### config.mk
export PLATFORM = sky130hd
export DESIGN_NAME = ldl_hot2bin_rr
export DESIGN_NICKNAME = d
export VERILOG_FILES = /design/src/rtl/ldl_pkg.sv /design/src/rtl/ldl_hot2bin_mask.sv /design/src/rtl/ldl_hot2bin_rr.sv
export SDC_FILE = /design/constraint.sdc
export NUM_CORES = 1
export LEC_CHECK = 0
export ABC_CLOCK_PERIOD_IN_PS = 3300
export CAP_MARGIN = 20
export CORE_AREA = 5 5 115 74
export CTS_CLUSTER_DIAMETER = 40
export DETAILED_ROUTE_END_ITERATION = 7
export DIE_AREA = 0 0 120 79
export PLACE_DENSITY = 0.45
export SKIP_LAST_GASP = 1
export SLEW_MARGIN = 0
export SYNTH_ARGS = -nofsm -noshare
export SYNTH_HDL_FRONTEND = slang
export SYNTH_SLANG_ARGS = --single-unit
### constraint.sdc
create_clock -name clk -period 3.3 [get_ports clk]
set_input_delay 0.33 -clock clk [delete_from_list [all_inputs] [get_ports clk]]
set_output_delay 0.33 -clock clk [all_outputs]
set_load 0.005 [all_outputs]
### src/rtl/ldl_pkg.sv
// Shared types for the ldl arbitration blocks.
// Latency: n/a (types only).
// Backpressure: n/a.
package ldl_pkg;

    // Arbitration policy: lowest index always wins, or search starts just after the last winner
    typedef enum logic {
        LDL_PRI_FIXED = 1'b0,
        LDL_PRI_RR    = 1'b1
    } ldl_pri_mode_e;

endpackage

### src/rtl/ldl_hot2bin_mask.sv
// Finds the first set bit of x at or above ptr, wrapping to the lowest set bit of x.
// Latency: purely combinational.
// Backpressure: none; found=0 when x is empty (w is then 0).
module ldl_hot2bin_mask #(
    parameter int BIN_WIDTH = 4,
    parameter int HOT_WIDTH = 1 << BIN_WIDTH
) (
    input  logic [HOT_WIDTH-1:0] x,
    input  logic [BIN_WIDTH-1:0] ptr,
    output logic [BIN_WIDTH-1:0] w,
    output logic                 found
);

    logic [HOT_WIDTH-1:0] masked;
    logic [BIN_WIDTH-1:0] w_msk;
    logic [BIN_WIDTH-1:0] w_all;

    // Two lowest-index searches: one over bits >= ptr, one over all of x as the wrap fallback
    always_comb begin
        masked = x & ({HOT_WIDTH{1'b1}} << ptr);
        w_msk  = '0;
        w_all  = '0;
        for (int i = HOT_WIDTH - 1; i >= 0; i--) begin
            if (masked[i]) w_msk = BIN_WIDTH'(i);
            if (x[i])      w_all = BIN_WIDTH'(i);
        end
        found = |x;
        w     = (|masked) ? w_msk : w_all;
    end

endmodule

### src/rtl/ldl_hot2bin_rr.sv
// Registered priority encoder/arbiter: one set bit of x -> binary index y plus one-hot y_hot.
// Latency: request seen in cycle n appears on y/valid in cycle n+1; one capture per cycle.
// Backpressure: valid && !ready freezes y/y_hot/valid/ptr and holds x_ack at 0.
module ldl_hot2bin_rr
    import ldl_pkg::*;
#(
    parameter int            BIN_WIDTH = 4,
    parameter int            HOT_WIDTH = 1 << BIN_WIDTH,
    parameter ldl_pri_mode_e MODE      = LDL_PRI_RR
) (
    input  logic                 clk,
    input  logic                 rst,
    input  logic [HOT_WIDTH-1:0] x,
    output logic [HOT_WIDTH-1:0] x_ack,
    output logic [BIN_WIDTH-1:0] y,
    output logic [HOT_WIDTH-1:0] y_hot,
    output logic                 valid,
    input  logic                 ready
);

    localparam logic [BIN_WIDTH-1:0] LAST = BIN_WIDTH'(HOT_WIDTH - 1);

    logic [BIN_WIDTH-1:0] ptr;
    logic [BIN_WIDTH-1:0] w;
    logic                 found;
    logic                 load;
    logic                 capture;
    logic [HOT_WIDTH-1:0] w_hot;

    ldl_hot2bin_mask #(
        .BIN_WIDTH (BIN_WIDTH),
        .HOT_WIDTH (HOT_WIDTH)
    ) u_mask (
        .x     (x),
        .ptr   (ptr),
        .w     (w),
        .found (found)
    );

    // Load whenever the output slot is empty or being drained; ack only a real capture outside reset
    always_comb begin
        load    = !valid || ready;
        capture = load && found && !rst;
        w_hot   = '0;
        for (int j = 0; j < HOT_WIDTH; j++) begin
            w_hot[j] = (w == BIN_WIDTH'(j));
        end
        x_ack = capture ? w_hot : '0;
    end

    // Output register and round-robin pointer; pointer only moves on an actual capture
    always_ff @(posedge clk) begin
        if (rst) begin
            valid <= 1'b0;
            y     <= '0;
            y_hot <= '0;
            ptr   <= '0;
        end else if (load) begin
            valid <= found;
            y     <= found ? w : '0;
            y_hot <= found ? w_hot : '0;
            if (found && (MODE == LDL_PRI_RR)) begin
                ptr <= (w == LAST) ? '0 : w + 1'b1;
            end
        end
    end

endmodule
==> results.py <==
metrics = {
    "cells_and_area": {
        "postLayoutCellArea_sq_um": 3370,
        "final_layout_size_suffix_gt1_share_pct": 41.4,
        "final_util_pct": 45.1,
        "num-fill-cells": 754,
        "area_growth_pct": 90.4,
        "layout.nets": 378,
        "num_antenna_cells": 0,
    },
    "synth": {
        "yosys.area_share.adder_pct": 2.69,
        "synth-warning-count": 0,
        "number_of_instances_in_the_synthesized_netlist": 223,
        "fraction_of_synthesized_cell_area_in_xor_and_xnor_cells_pct": 0.495,
        "postSynthAreaPerCell_sq_um": 7.93,
        "synthesis.nets": 245,
        "synth_compound_area_share_pct": 31.1,
        "synth.cell_area_sq_um": 1770,
        "yosys.area_share.simple_pct": 30.8,
        "yosys-mux-area-fraction_pct": 0.566,
        "postSynthRegisterBits": 25,
        "synth_edf_count": 0,
        "commonest_register_cell_after_synthesis": "dfxtp_1",
        "combinational_family_with_the_most_area_after_synthesis": "compound AO/OA/AOI/OAI gates",
        "synth-seq-area-share_pct": 28.3,
        "ys_async_sr_fraction_pct": 0,
        "yosysUniqueCellTypes": 62,
    },
    "clocking": {
        "clock_tree_from_tritoncts": "done",
        "hold_buffers": 0,
        "clock_tree.htree_level_count": 1,
        "cts-root-to-sink-buffers": 2,
        "cts_made_buffers": 3,
        "clk-insertion-delay-late_ps": 260,
        "worst_setup_hold_path_clk_slew_ps": 70,
        "clock_sink_count": 25,
        "cts_root_buffer": "clkbuf_16",
    },
    "worst_setup_path": {
        "timing.critical_path.to_type": "primary output",
        "cell_with_the_largest_stage_delay_on_the_worst_path": "or4b_4",
        "worst_r2r_path_depth": 11,
        "timing.critical_path.arrival_ps": 3000,
        "startpoint_to_endpoint_class_of_the_critical_path": "in -> out",
        "worstPathCellList": "dlygate4sd2_1, buf_6, or4_4, a31oi_4, nor2_1, or4b_4, a21oi_4, and3_4, clkdlybuf4s50_1",
        "regToRegSetupSlack_ps": 670,
        "worst_r2r_endpoint": "ptr[3]",
        "crit-reg2reg-launch": "ptr[1]",
        "cpPeakStageDelay_ps": 580,
        "critical_path_required_ps": 2970,
        "critical_path.startpoint_type": "input port",
        "critPathMaxFanout": 6,
    },
    "grt": {
        "grt_first_pass_wirelength_microns": 11300,
        "global_route.usage.met3_pct": 3.42,
        "number_of_antenna_violations_at_the_first_check_in_global_routing": 0,
        "grt_busiest_layer": "met1",
        "grt_util_all_layers_pct": 14.6,
        "grt_pass1_vias": 2136,
        "grt_start_max_net_pins": 21,
        "leftover_overflow_at_the_end_of_global_routing": 0,
        "grtUsageMet2_pct": 20.9,
        "groute.layer.met1.usage_pct": 22.4,
    },
    "sta": {
        "clock-skew-final_ps": 5.96,
        "slew_viol_final": 0,
        "rsz0062_at_grt": "true",
        "max_slew_margin_pct": 64.0,
        "clock.fmax_mhz": 300,
        "finalHoldViolCount": 0,
        "fin_ws_ps": -29.3,
        "layout_worst_path_cycle_share_pct": 101,
        "post-route-min-period_ps": 3330,
        "setup_viol": 2,
        "worst_pin_slew_ps": 537,
        "worst_hold_slack_ps": 448,
    },
    "power_and_ir_drop": {
        "internal_power_uw": 1150,
        "combPwrFrac_pct": 64.0,
        "clkPwrFrac_pct": 14.6,
        "peakVddDrop_v": 0.000215,
        "net-switching-power_uw": 729,
        "power.share.switching_pct": 38.8,
        "p_leak_uw": 0.00154,
        "seq_power_share_pct": 21.4,
        "power_density_nw_per_um2": 558,
    },
    "hold_path": {
        "hold_start": "y_hot[13]",
        "worst_hold_path.endpoint": "y_hot[13]",
        "hp-class": "reg -> reg",
        "hold_path_depth": 2,
    },
    "flow_run": {
        "max_cap_violations": 0,
    },
    "outcome": {
        "outcome": "complete, but fails checks",
        "violations": "setup timing",
    },
    "floorplan": {
        "placeableCoreArea_sq_um": 7480,
        "dieWidth_microns": 120,
        "fp.dieArea_sq_um": 9480,
        "io-pin-count": 56,
        "start_util_pct": 23.7,
        "rows": 25,
        "die_h_microns": 79,
    },
    "place": {
        "globalplace.congestion": 0.858,
        "io_buffer_count": 55,
        "post-place-ws_ps": -464,
        "post_dp_cell_area_sq_um": 2910,
        "dp_hpwl_microns": 5290,
    },
    "routing": {
        "average_wire_per_cell_in_the_routed_design_microns": 15.4,
        "route.vias.total": 2202,
        "drtPass1Iterations": 4,
        "drc_errors": 0,
        "post_drt_via_cell_ratio": 4.90,
        "drtIter0Drc": 67,
        "postRouteWirelength_microns": 6910,
        "ant_nets": 0,
    },
}
power groups by stage:
stage / Combinational [uW] / Sequential [uW] / Clock, uW
6_report: 1200 / 402 / 275
5_1_grt: 1300 / 409 / 296
4_1_cts: 1090 / 398 / 282
3_5_place_dp: 953 / 403 / 0
3_3_place_gp: 953 / 404 / 0
2_1_floorplan: 466 / 388 / 0
worst max-delay path by stage:
stage                     startpoint   endpoint  slack, ps  cells after the start
final                           x[7]  x_ack[11]        -30                      9
after global routing          ptr[1]  x_ack[14]       -160                     11
after CTS                       x[9]  x_ack[11]       -140                     12
after detailed placement        x[6]   x_ack[5]       -460                     11
after global placement          x[6]   x_ack[5]       -440                     11
after floorplan                x[13]   x_ack[0]        800                      8
stage by stage:
step | cells | total power, uW | TNS [ps]
6_report | 449 | 1880 | -30.0
5_1_grt | 449 | 2010 | -411
4_1_cts | 445 | 1770 | -750
3_5_place_dp | 431 | 1360 | -5520
3_3_place_gp | 431 | 1360 | -5050
2_1_floorplan | 223 | 854 | 0
cell families (layout without fill, tap and decap cells):
logic type,after synthesis,count (layout)
DFF,25,25
AOI/OAI and AO/OA,72,72
xor gates and xnor gates,1,1
and+or+nand+nor,97,98
adders and majority gates,4,4
muxes,1,1
buffers and inverters,23,154
timing repair:
item                       CTS  global route
gates resized for setup     52            37
pin swaps                   12            11
setup endpoints to repair   16            15
setup buffers                9             4
cloned                       1             0
critical path: cells and delay by family:
family	cells	cell delay, ps
AOI/OAI and AO/OA	2	370
and+or+nand+nor	4	1420
buffers and inverters	3	870
sequential cells by signal (all words and copies together), names as in the netlist:
signal  cells
y_hot      16
ptr         4
y           4
valid       1
area by class of cell:
| type | instances | area [sq um] | area share, % |
|---|---|---|---|
| clock inverters | 1 | 5.00 | 0.149 |
| multi-input cells | 176 | 1430 | 42.5 |
| inverters | 10 | 37.5 | 1.11 |
| repair buffers | 140 | 1190 | 35.4 |
| well taps | 94 | 118 | 3.49 |
| flip-flops and latches | 25 | 508 | 15.1 |
| clock buffers | 3 | 75.1 | 2.23 |
cells in the mapped netlist (all sizes together) (2+ instances only):
master	number	area share (%)
dfxtp	25	28
nor2	24	5.5
nand2	22	4.7
a21o	11	4.7
o21ai	11	3.1
a21oi	10	3.0
inv	10	2.1
and3	8	2.8
buf	8	2.9
nor3	7	3.1
or4	6	3.0
a32o	5	2.8
and2	5	1.9
clkbuf	5	1.1
nor2b	5	1.8
a221oi	4	2.0
nand2b	4	1.4
or2	4	1.4
ha	3	2.1
nand3	3	1.1
nor4	3	1.1
o211ai	3	1.3
o21bai	3	1.3
a211oi	2	0.85
a221o	2	1.1
a22o	2	0.99
a2bb2oi	2	0.99
a31oi	2	0.71
o32ai	2	0.99
placed cells by master, fill, tap and decap left out, types with 3 or more instances in the layout:
master	n
nor2_1	19
nand2b_1	4
clkdlybuf4s50_1	33
o21ai_0	6
nor3_2	3
or4_4	5
and3_1	4
or2_2	4
a21oi_1	8
buf_4	81
nor2b_1	5
dfxtp_2	3
o211ai_1	3
a32o_1	5
nor2_4	4
o21bai_1	3
and3_4	4
buf_6	4
clkbuf_16	3
inv_1	8
a21o_1	11
nor3_4	3
and2_1	3
dlygate4sd2_1	14
nand2_1	19
dfxtp_1	21
o21ai_1	5
dlymetal6s2s_1	5
metal layers:
metal	wire, microns	part of all wire, %	vias up
li1	-	-	1098
met1	3630	52	1047
met2	2840	41	55
met3	422	6.1	2
met4	19	0.27	0
met5	0	0	-
No activity file was read; power rests on OpenSTA's default activity.
